==> src/rtl/reg_status_table.sv <==
// Register status table: per-register pending bit and producer tag, with CDB wakeup.
// Optional macro RST_CDB_BYPASS_EN makes same-cycle CDB matches appear non-pending on lookups.
module reg_status_table #(
  parameter int W_ADDR = 5,
  parameter int W_TAG  = 6
) (
  input  logic                   clk,
  input  logic                   reset,
  input  logic                   flush,
  input  logic                   dispatch_rd_en,
  input  logic [W_ADDR-1:0]      dispatch_rd_addr,
  input  logic [W_TAG-1:0]       dispatch_rd_tag,
  input  logic [W_ADDR-1:0]      dispatch_rsaddr,
  input  logic [W_ADDR-1:0]      dispatch_rtaddr,
  output logic                   rst_rs_pending,
  output logic                   rst_rt_pending,
  output logic [W_TAG-1:0]       rst_rs_tag,
  output logic [W_TAG-1:0]       rst_rt_tag,
  input  logic                   cdb_valid,
  input  logic [W_TAG-1:0]       cdb_tag,
  output logic [(1<<W_ADDR)-1:0] rst_wen_onehot
);
  localparam int DEPTH = 1 << W_ADDR;

  logic [DEPTH-1:0]            pend_q, pend_d;
  logic [DEPTH-1:0][W_TAG-1:0] tag_q, tag_d;
  logic [DEPTH-1:0]            match;
  logic                        disp_ok;

  assign disp_ok = dispatch_rd_en && (dispatch_rd_addr != '0);

  always_comb begin
    match = '0;
    for (int i = 1; i < DEPTH; i++)
      match[i] = cdb_valid && pend_q[i] && (tag_q[i] == cdb_tag);
  end

  assign rst_wen_onehot = match;

  // CDB clears first so a same-cycle dispatch to the matched entry wins.
  always_comb begin
    pend_d = pend_q & ~match;
    tag_d  = tag_q;
    if (flush) begin
      pend_d = '0;
    end else if (disp_ok) begin
      pend_d[dispatch_rd_addr] = 1'b1;
      tag_d[dispatch_rd_addr]  = dispatch_rd_tag;
    end
  end

  always_ff @(posedge clk) begin
    if (reset) begin
      pend_q <= '0;
      tag_q  <= '0;
    end else begin
      pend_q <= pend_d;
      tag_q  <= tag_d;
    end
  end

  logic rs_hide, rt_hide;
`ifdef RST_CDB_BYPASS_EN
  assign rs_hide = match[dispatch_rsaddr] && !(disp_ok && dispatch_rd_addr == dispatch_rsaddr);
  assign rt_hide = match[dispatch_rtaddr] && !(disp_ok && dispatch_rd_addr == dispatch_rtaddr);
`else
  assign rs_hide = 1'b0;
  assign rt_hide = 1'b0;
`endif

  always_comb begin
    rst_rs_pending = pend_q[dispatch_rsaddr] && !rs_hide;
    rst_rt_pending = pend_q[dispatch_rtaddr] && !rt_hide;
    rst_rs_tag     = rst_rs_pending ? tag_q[dispatch_rsaddr] : '0;
    rst_rt_tag     = rst_rt_pending ? tag_q[dispatch_rtaddr] : '0;
  end
endmodule

==> config.mk <==
export PLATFORM = sky130hd
export DESIGN_NAME = reg_status_table
export DESIGN_NICKNAME = d
export VERILOG_FILES = /design/src/rtl/reg_status_table.sv
export SDC_FILE = /design/constraint.sdc
export NUM_CORES = 1
export LEC_CHECK = 0
export CAP_MARGIN = 5
export CORE_MARGIN = 2
export CORE_UTILIZATION = 45
export CTS_CLUSTER_SIZE = 16
export DETAILED_ROUTE_END_ITERATION = 12
export SYNTH_ARGS = -nofsm -noshare
export SYNTH_HDL_FRONTEND = slang
export SYNTH_SLANG_ARGS = --single-unit
==> constraint.sdc <==
create_clock -name clk -period 4.7 [get_ports clk]
set_input_delay 0.94 -clock clk [delete_from_list [all_inputs] [get_ports clk]]
set_output_delay 0.94 -clock clk [all_outputs]
set_load 0.05 [all_outputs]
==> results of run 1 <==
final timing paths:
check / startpoint / to / slack [ns] / cells past startpoint
setup / recovery: dispatch_rtaddr[2] / rst_rt_tag[3] / 0.31 / 7
hold / removal: pend_q[0] / pend_q[0] / 0.45 / 2
setup reg to reg: tag_q[159] / pend_q[26] / 2.60 / 5
hold reg to reg: pend_q[0] / pend_q[0] / 0.45 / 2
through the flow:
stage               total power [mW]  util [%]  std cells  area (um^2)  hold WS, ns
finish                          4.53      52.3       2127        17000        0.449
CTS                             4.53      52.3       2127        17000        0.445
detailed placement              2.51      49.7       2079        16200        0.436
floorplan                       2.33         -       1653        14900        0.413
global route                    4.65      52.3       2127        17000        0.476
global placement                2.50      49.7       2079        16200        0.425
cells by family (layout without fill, tap and decap cells):
| group | Yosys count | in the layout | share of synthesized area, % |
|---|---|---|---|
| buffers and inverters | 192 | 224 | 6.71 |
| xor gates and xnor gates | 186 | 186 | 10.9 |
| DFF | 224 | 224 | 30.1 |
| other | 1 | 1 | 0.0252 |
| and+or+nand+nor | 555 | 555 | 19.7 |
| muxes | 236 | 236 | 21.9 |
| AOI/OAI and AO/OA | 259 | 259 | 10.6 |
synth_stat cells, drive strengths merged:
master | number | area (um^2)
mux4 | 66 | 1530
or4 | 31 | 233
or3b | 13 | 114
a21oi | 132 | 661
nor3 | 1 | 10.0
and3b | 4 | 35.0
nand2 | 204 | 766
a221oi | 48 | 420
nor3b | 4 | 50.1
clkbuf | 73 | 274
dfxtp | 224 | 4480
conb | 1 | 3.75
and3 | 3 | 18.8
and2 | 5 | 31.3
nor2b | 43 | 269
a21o | 12 | 90.1
buf | 82 | 586
a311oi | 12 | 105
nand3b | 2 | 15.0
nand3 | 121 | 606
a22oi | 12 | 90.1
o21ai | 43 | 215
inv | 37 | 139
xor2 | 186 | 1630
or2 | 14 | 87.6
mux2i | 170 | 1730
nor4 | 31 | 382
nor2 | 79 | 319
worst reg2reg max path, stage by stage, from the launching register on:
cell	delay [ns]
dfxtp_1	0.36
xor2_1	0.17
or4_1	0.55
nor4_2	0.53
o21ai_0	0.18
nor2b_1	0.16
cell type report:
cell class / count / area, um^2
Sequential cell: 224 / 4480
Inverter: 37 / 139
Clock inverter: 6 / 36.3
Clock buffer: 42 / 812
Multi-Input combinational cell: 1237 / 9410
Tap cell: 442 / 553
Timing Repair Buffer: 139 / 1580
Fill cell: 3057 / 15500
flip-flops by register name, indices dropped and copies added (netlist names):
name and count:
pend_q 32, tag_q 192
power by group through the flow:
stage / combinational (mW) / clock [mW] / sequential, mW
floorplan: 0.375 / 0 / 1.95
global placement: 0.544 / 0 / 1.96
detailed placement: 0.548 / 0 / 1.96
CTS: 0.549 / 2.06 / 1.92
global route: 0.584 / 2.14 / 1.92
finish: 0.559 / 2.05 / 1.92
routing by layer:
metal	wire length [um]	part of all wire, %	GRT usage, %	vias to the layer above
met1	23200	44	43.3	6535
met5	0	0	0	-
met2	23900	45	48.1	609
met4	1320	2.5	8.09	0
met3	4730	8.9	5.52	90
li1	-	-	-	5895
==> summary.txt, run 1 <==
STA
  • Max-slew violations: 0
  • Fin Setup TNS: 0 ns
  • Final Cycle Share: 93.4%
  • Max-slew headroom: between 30% and 40%
  • Setup Viol. Count Final: 0
  • Worst slew pin tran: a little under 1 ns
  • RSZ-0062 raised after global routing: no
  • Fin crit period: ~4.4 ns
  • Final Hold Fails: 0
  • Max Clock Freq: 0.228 GHz
  • Final WS setup: about 0.31 ns
  • Clk_skew: about 0.0099 ns

Placed design
  • DPL Wire Length: between 30,000 and 40,000 um
  • Place WS: 0.365 ns
  • Port Buffer Count: 76
  • Placer congestion estimate: around 0.95

Power and ir drop
  • Worst IR Drop VDD: ~0.26 mV
  • Sw frac: about 28%
  • PwrDens: 266 mW/mm^2
  • Power Internal: 3.27 mW
  • Clock power share: between 40% and 50%
  • Leak: around 6.3 nW
  • Switching power: roughly 1.3 mW
  • Sequential share of power: between 40 and 50%
  • Gate power share: between 10% and 20%

Layout
  • Antenna fix cells: 0
  • Area Growth Syn to Fin: 14.3%
  • Most frequent cells in the layout: dfxtp_1, nand2_1, xor2_1
  • Layout cell share with drive strength beyond 1: around 17%
  • Commonest non-fill, non-tap cell in the layout: dfxtp_1
  • Nets: 1,698

Clock network
  • Clk Latency, worst-skew pair: between 0.5 and 0.6 ns
  • Post-CTS sizing: 0
  • H-tree depth: 1
  • CTS tree: built
  • Clock root cell: clkbuf_16
  • Clock Tree Buf Depth: 3
  • Number of buffers created by CTS: 27
  • Post-CTS Setup Bufs: 0
  • CTS Hold Bufs: 0
  • Clock slew at reported path FFs: 0.06 ns
  • Clk sinks: around 220

Setup path
  • CP Launch Type: primary input
  • Crit-path leading delay family: simple AND/OR/NAND/NOR gates
  • Largest incremental delay on the critical path: roughly 0.62 ns
  • Critical Path End Type: primary output
  • Setup CP Type: in -> out
  • Crit Path Max Fanout: 7
  • Crit path required time: between 3 and 4 ns
  • Crit-path cells: clkdlybuf4s50_1 > nor2b_1 > a221oi_1 > or3b_2 > a21oi_1 > a311oi_1 > buf_4
  • WP data arrival: roughly 3.5 ns
  • Slowest stage cell on the critical path: clkdlybuf4s50_1
  • CP bufs+invs: 2

Route
  • Post-Route WL: 53,100 um
  • Drt via density: 6.17
  • Drt pass-1 iters: 5
  • Drt drc: 0
  • Detail Route Antenna Nets: 0
  • WL/cell: around 25 um
  • DRT iter0 DRCs: ~1,200
  • DR vias: ~13,000

Yosys
  • Mean Syn Cell Area: between 9 and 10 um^2
  • #FFs+latches synth: ~220
  • Ys Warns: 0
  • Synth unique cells: 37
  • Syn_nets: between 1,500 and 2,000
  • Post-Syn Instances: 1,653
  • Post-Syn Area: about 0.015 mm^2
  • Sequential area share after synthesis: 30.1%

Global route
  • GRT Util Overall: between 30 and 40%
  • Initial antenna violation count: 0
  • Largest net degree at the start of global routing: 126
  • Vias in the first global route: approximately 12,000
  • Grt ovf: 0
  • First-pass GRT wire length: around 79,000 um

Outcome
  • Outcome: completed

Die
  • Die Wd: 186 um
  • DIE AREA: approximately 0.035 mm^2
  • Die height: 186 um
  • Rows: 66
  • Core Box Area: 0.0325 mm^2
  • Starting density of the core: between 40% and 50%
  • IO Count: 78

Hold path
  • Hold Path Class: reg -> reg

Job
  • Max Cap Violations: 0
Note: power is estimated with default switching activity, not from simulation.
==> run 2, diff against run 1 <==
--- a/config.mk
+++ b/config.mk
@@ -8,8 +8,11 @@
 export CAP_MARGIN = 5
 export CORE_MARGIN = 2
 export CORE_UTILIZATION = 45
+export CTS_BUF_LIST = sky130_fd_sc_hd__clkbuf_8
 export CTS_CLUSTER_SIZE = 16
 export DETAILED_ROUTE_END_ITERATION = 12
+export MAX_ROUTING_LAYER = met4
+export PLACE_DENSITY = 0.65
 export SYNTH_ARGS = -nofsm -noshare
 export SYNTH_HDL_FRONTEND = slang
 export SYNTH_SLANG_ARGS = --single-unit
==> constraint.sdc (replaced) <==
create_clock -name clk -period 3.9 [get_ports clk]
set_input_delay 0.78 -clock clk [delete_from_list [all_inputs] [get_ports clk]]
set_output_delay 0.78 -clock clk [all_outputs]
set_load 0.05 [all_outputs]
==> summary.txt, run 2 (same netlist as run 1, synthesis figures left out) <==
Clock network
  • Clk sinks: 224 (unchanged)
  • Clk Latency, worst-skew pair: 0.57 ns (about the same)
  • Post-CTS Setup Bufs: 0 (unchanged)
  • H-tree depth: 2 (+1)
  • Clock slew at reported path FFs: 0.06 ns (about the same)
  • Clock Tree Buf Depth: 3 (unchanged)
  • Number of buffers created by CTS: 42 (+56%)
  • CTS tree: built
  • Clock root cell: clkbuf_8

Setup path
  • WP data arrival: 3.12 ns (-0.33 ns)
  • R2R cell count: 5 (unchanged)
  • Crit Path Max Fanout: 12 (+5)
  • End of the critical path: rst_rs_tag[5]
  • Slowest stage cell on the critical path: clkdlybuf4s50_1
  • Largest incremental delay on the critical path: 0.55 ns (-0.07 ns)
  • Internal reg-to-reg setup slack: 1.89 ns (-0.71 ns)
  • Launch point of the critical path: dispatch_rsaddr[2]
  • Crit path required time: 3.12 ns (-0.64 ns)
  • Crit-path cells: clkdlybuf4s50_1 > and2_1 > buf_4 > a221oi_1 > o21ai_0 > a311oi_2 > buf_4
  • Critical Path Most Common Cell: buf_4
  • CP Launch Type: primary input
  • Crit-path leading delay family: buffers and inverters
  • FF-to-FF End: pend_q[4]
  • FF-to-FF Start: tag_q[27]
  • CP bufs+invs: 3 (+1)
  • Levels on crit path: 7 (unchanged)
  • Critical Path End Type: primary output
  • Setup CP Type: in -> out

Die
  • Rows: 66 (unchanged)
  • Starting density of the core: 45.8% (unchanged)
  • Core Box Area: 0.0325 mm^2 (unchanged)
  • Die Wd: 186 um (unchanged)
  • Die height: 186 um (unchanged)
  • IO Count: 78 (unchanged)
  • DIE AREA: 0.0346 mm^2 (unchanged)

Global route
  • Vias in the first global route: 12,800 (+3.0%)
  • Largest net degree at the start of global routing: 167 (+33%)
  • First-pass GRT wire length: 79,600 um (+0.95%)
  • GRT Util Overall: 31.8% (+1.1 points)
  • Initial antenna violation count: 3 (+3)
  • Grt ovf: 0 (unchanged)

Route
  • Post-Route WL: 53,600 um (+0.81%)
  • Detail Route Antenna Nets: 0 (unchanged)
  • DRT iter0 DRCs: 1,363 (+15%)
  • WL/cell: 24.5 um (-1.9%)
  • DR vias: 13,500 (+2.6%)
  • Drt drc: 0 (unchanged)
  • Drt pass-1 iters: 5 (unchanged)
  • Drt via density: 6.16 (-0.16%)

Placed design
  • Port Buffer Count: 76 (unchanged)
  • Inst Count DP: 2,104 (+1.2%)
  • DPL Wire Length: 36,700 um (-0.33%)
  • Placer congestion estimate: 1.01 (+6.4%)

STA
  • Max Clock Freq: around 0.26 GHz
  • Max-slew headroom: 30.4% (-5.3 points)
  • Final Hold Fails: 0 (unchanged)
  • Worst slew pin tran: 1.04 ns (+0.0799 ns)
  • Max-slew violations: 0 (unchanged)
  • Fin Setup TNS: -0.00217 ns (-0.00217 ns)
  • Setup Viol. Count Final: 1 (+1)
  • Clk_skew: 0.0155 ns (+0.00560 ns)
  • Final Cycle Share: 100%
  • Hold Slack: 0.457 ns (+0.00764 ns)
  • Final WS setup: -0.00217 ns (-0.314 ns)
  • RSZ-0062 raised after global routing: yes
  • Fin crit period: 3.90 ns

Layout
  • Seq. cell area: 0.00448 mm^2 (unchanged)
  • Final cell count without fillers: 2,186 (+2.8%)
  • Most frequent cells in the layout: dfxtp_1, nand2_1, xor2_1
  • Commonest non-fill, non-tap cell in the layout: dfxtp_1
  • Number of flip-flops in the largest register: 192 (unchanged)
  • Filler cells: 2,971 (-2.8%)
  • Nets: 1,738 (+2.4%)
  • Area occupied by multi-input gates: 0.00955 mm^2 (+1.4%)
  • Area Growth Syn to Fin: 17.7%
  • Biggest regs: tag_q: 192 flops, pend_q: 32 flops
  • Layout cell share with drive strength beyond 1: 20.9% (+3.8 points)
  • Biggest register: tag_q

Power and ir drop
  • PwrDens: 320 mW/mm^2 (+20%)
  • Design Power: 5.62 mW (+24%)
  • Leak: 6.62 nW (+4.7%)
  • Worst IR Drop VDD: 0.295 mV (+14%)

Outcome
  • Failing checks: negative setup slack
  • Outcome: finished with violations

Hold path
  • Hold Path Class: reg -> reg
  • Cells on Worst Hold Path: 2 (unchanged)

Job
  • Max Cap Violations: 0 (unchanged)
==> run 2: changes by cell type in the layout (fill, tap and decap cells not counted), sizes merged, moves of 3 or more <==
| cell | delta |
|---|---|
| buf | +25 |
| bufinv | +3 |
| clkbuf | +16 |
| diode | +5 |
| inv | +10 |
==> run 2: timing repair <==
item | CTS | global route
endpoints found under the setup margin | 2 | 7
hold buffers | 0 | 0
cloned | 0 | 0
gates resized for setup | 2 | 10
==> run 2: layer usage <==
layer | global-route usage (%) | vias up | routed length, um
met5 | - | - | 0
met4 | 11.4 | 0 | 1560
met3 | 6.98 | 122 | 4510
met2 | 48.5 | 687 | 24500
met1 | 41.5 | 6677 | 23000
li1 | - | 5986 | -
==> run 2: power by group <==
group / internal, mW / leakage [nW] / switching (mW) / total, mW
Clock: 1.52 / 0.529 / 1.07 / 2.60
Combinational: 0.246 / 4.28 / 0.463 / 0.709
Sequential: 2.30 / 1.80 / 0.0126 / 2.31
==> run 2: worst min-delay path by stage <==
stage               startpoint         to  slack [ns]
finish               pend_q[0]  pend_q[0]        0.46
global route         pend_q[0]  pend_q[0]        0.49
CTS                  pend_q[0]  pend_q[0]        0.45
detailed placement   pend_q[0]  pend_q[0]        0.44
global placement     pend_q[0]  pend_q[0]        0.44
floorplan            pend_q[0]  pend_q[0]        0.41
==> run 2: per-stage QoR <==
step                      worst slack [ns]  cell area, um^2  util (%)
final                             -0.00217            17500      53.9
after global routing              -0.00244            17500      53.9
after CTS                           0.0376            17500      53.7
after detailed placement            -0.118            16500      50.7
after global placement             -0.0830            16500      50.7
after floorplan                      0.407            15000         -
==> run 2: worst register-to-register path, delay by kind of cell (launching register included) <==
kind             cells  cell delay (ns)
AO/OA/AOI/OAI        1             0.13
XOR/XNOR             1             0.16
flip-flops           1             0.34
AND/OR/NAND/NOR      3             1.25
==> run 2: final cells by class <==
cell class	count	area share [%]
Multi-Input combinational cell	1237	54.5
Antenna cell	5	0.0714
Clock inverter	19	0.949
Timing Repair Buffer	164	10.4
Inverter	37	0.792
Sequential cell	224	25.6
Tap cell	442	3.15
Clock buffer	58	4.55
==> run 3, diff against run 2 <==
--- a/config.mk
+++ b/config.mk
@@ -7,12 +7,13 @@
 export LEC_CHECK = 0
 export CAP_MARGIN = 5
 export CORE_MARGIN = 2
-export CORE_UTILIZATION = 45
+export CORE_UTILIZATION = 57
 export CTS_BUF_LIST = sky130_fd_sc_hd__clkbuf_8
 export CTS_CLUSTER_SIZE = 16
 export DETAILED_ROUTE_END_ITERATION = 12
 export MAX_ROUTING_LAYER = met4
-export PLACE_DENSITY = 0.65
+export PLACE_DENSITY = 0.79
+export SKIP_CTS_REPAIR_TIMING = 1
 export SYNTH_ARGS = -nofsm -noshare
 export SYNTH_HDL_FRONTEND = slang
 export SYNTH_SLANG_ARGS = --single-unit
==> summary.txt, run 3 (same netlist as run 1, synthesis figures left out) <==
STA
  • Max Clock Freq: 0.262 GHz (+2.1%)
  • Max-slew headroom: 43.0% (+13 points)
  • Max-slew violations: 0 (unchanged)
  • Clk_skew: 0.0185 ns (+0.00297 ns)
  • Fin Setup TNS: 0 ns (+0.00217 ns)
  • Fin crit period: 3.82 ns (-0.0816 ns)
  • RSZ-0062 raised after global routing: yes
  • Final WS setup: 0.0795 ns (+0.0816 ns)
  • Final Hold Fails: 0 (unchanged)
  • Hold Slack: 0.460 ns (+0.00358 ns)
  • Setup Viol. Count Final: 0 (-1)
  • Final Cycle Share: 98.0% (-2.1 points)
  • Worst slew pin tran: 0.855 ns (-0.188 ns)

Hold path
  • Cells on Worst Hold Path: 2 (unchanged)
  • Hold endpoint: pend_q[0]
  • Hold path startpoint: pend_q[0]
  • Hold Path Class: reg -> reg

Layout
  • Area occupied by multi-input gates: 0.00952 mm^2 (-0.33%)
  • Area Growth Syn to Fin: 15.1%
  • Seq. cell area: 0.00448 mm^2 (unchanged)
  • Number of flip-flops in the largest register: 192 (unchanged)
  • Filler cells: 2,053 (-31%)
  • Commonest non-fill, non-tap cell in the layout: dfxtp_1
  • Biggest regs: tag_q: 192 flops, pend_q: 32 flops
  • Layout cell share with drive strength beyond 1: 19.9% (-1.1 points)
  • Nets: 1,727 (-0.63%)
  • Biggest register: tag_q
  • Most frequent cells in the layout: dfxtp_1, nand2_1, xor2_1

Route
  • Detail Route Antenna Nets: 0 (unchanged)
  • Post-Route WL: 52,000 um (-3.0%)
  • DRT iter0 DRCs: 1,884 (+38%)
  • Drt drc: 0 (unchanged)
  • Drt pass-1 iters: 6 (+1)
  • Drt via density: 6.60 (+7.0%)
  • WL/cell: 25.2 um (+2.8%)
  • DR vias: 13,600 (+1.0%)

Die
  • Die height: 166 um (-11%)
  • DIE AREA: 0.0274 mm^2 (-21%)
  • IO Count: 78 (unchanged)
  • Core Box Area: 0.0258 mm^2 (-21%)
  • Die Wd: 166 um (-11%)
  • Starting density of the core: 57.6% (+12 points)
  • Rows: 59 (-11%)

Placed design
  • Placer congestion estimate: 1.01 (about the same)
  • Port Buffer Count: 76 (unchanged)
  • Place WS: -0.0553 ns (+0.0630 ns)
  • DPL Wire Length: 36,200 um (-1.5%)

Setup path
  • FF-to-FF Start: tag_q[153]
  • FF-to-FF End: pend_q[25]
  • Critical Path End Type: primary output
  • Crit Path Max Fanout: 18 (+6)
  • WP data arrival: 3.04 ns (-0.08 ns)
  • R2R cell count: 5 (unchanged)
  • Internal reg-to-reg setup slack: 1.82 ns (-0.07 ns)
  • Crit path required time: 3.12 ns (about the same)
  • CP Launch Type: primary input
  • Setup CP Type: in -> out

Global route
  • GRT Util Overall: 37.9% (+6.1 points)
  • Grt ovf: 0 (unchanged)
  • Initial antenna violation count: 2 (-1)
  • First-pass GRT wire length: 78,000 um (-2.0%)
  • Largest net degree at the start of global routing: 95 (-43%)
  • Vias in the first global route: 13,100 (+2.4%)

Power and ir drop
  • Gate power share: 13.3% (+0.7 points)
  • Leak: 6.51 nW (-1.7%)
  • PwrDens: 305 mW/mm^2 (-4.8%)
  • Sw frac: 29.0% (+1.5 points)
  • Sequential share of power: 44.2% (+3.1 points)
  • Clock power share: 42.5% (-3.7 points)
  • Worst IR Drop VDD: 0.293 mV (-0.88%)
  • Power Internal: 3.71 mW (-8.8%)
  • Switching power: 1.52 mW (-2.0%)

Clock network
  • CTS tree: built
  • Number of buffers created by CTS: 40 (-4.8%)
  • Clock root cell: clkbuf_8
  • Clk sinks: 224 (unchanged)
  • Clk Latency, worst-skew pair: 0.57 ns (about the same)
  • Clock slew at reported path FFs: 0.06 ns (about the same)
  • H-tree depth: 2 (unchanged)
  • Clock Tree Buf Depth: 3 (unchanged)

Job
  • Max Cap Violations: 0 (unchanged)

Outcome
  • Outcome: completed
[run 3: cell types whose count changed in the layout (fill, tap and decap cells not counted), moves of 5 or more]
cell	before	now
clkinv_2	3	8
clkbuf_8	58	50
buf_4	90	80
a221oi_2	7	2
a221oi_1	41	46
[run 3: worst max path at each step]
stage                       start            end  cells past startpoint
3_3_place_gp   dispatch_rsaddr[2]  rst_rs_tag[5]                      8
2_1_floorplan  dispatch_rsaddr[0]  rst_rs_tag[1]                      8
5_1_grt        dispatch_rsaddr[2]  rst_rs_tag[3]                      7
4_1_cts        dispatch_rsaddr[2]  rst_rs_tag[5]                      8
3_5_place_dp   dispatch_rsaddr[2]  rst_rs_tag[5]                      8
6_report       dispatch_rsaddr[0]  rst_rs_tag[5]                      9
[run 3: metal layers]
layer | global-route usage [%] | part of all wire (%)
met1 | 49.2 | 40
met2 | 56.6 | 45
met3 | 9.68 | 11
met4 | 15.3 | 4.0
met5 | - | 0
[run 3: final cells by class]
class | count | area share, %
Antenna cell | 2 | 0.0292
Clock buffer | 50 | 4.01
Clock inverter | 23 | 0.657
Inverter | 37 | 0.810
Multi-Input combinational cell | 1237 | 55.5
Sequential cell | 224 | 26.2
Tap cell | 335 | 2.45
Timing Repair Buffer | 155 | 10.4
[run 3: critical path, stage by stage]
cell	delay, ns
buf_4	0.27
buf_12	0.23
mux2i_1	0.35
a221oi_1	0.18
or3b_2	0.48
a21oi_1	0.31
buf_4	0.18
a311oi_2	0.04
buf_4	0.21
[run 3: power by group through the flow]
stage | Sequential, mW | Clock (mW) | Combinational, mW
final | 2.31 | 2.22 | 0.697
after global placement | 2.36 | 0 | 0.669
after global routing | 2.31 | 2.33 | 0.726
after detailed placement | 2.36 | 0 | 0.676
after CTS | 2.31 | 2.23 | 0.678
after floorplan | 2.36 | 0 | 0.458
[run 3: per-stage QoR]
stage | std cells | total power [mW] | util, % | cell area [um^2]
2_1_floorplan | 1653 | 2.81 | - | 15000
3_3_place_gp | 1988 | 3.03 | 63.1 | 16300
3_5_place_dp | 1988 | 3.04 | 63.1 | 16300
4_1_cts | 2061 | 5.22 | 66.2 | 17100
5_1_grt | 2063 | 5.37 | 66.3 | 17100
6_report | 2063 | 5.23 | 66.3 | 17100
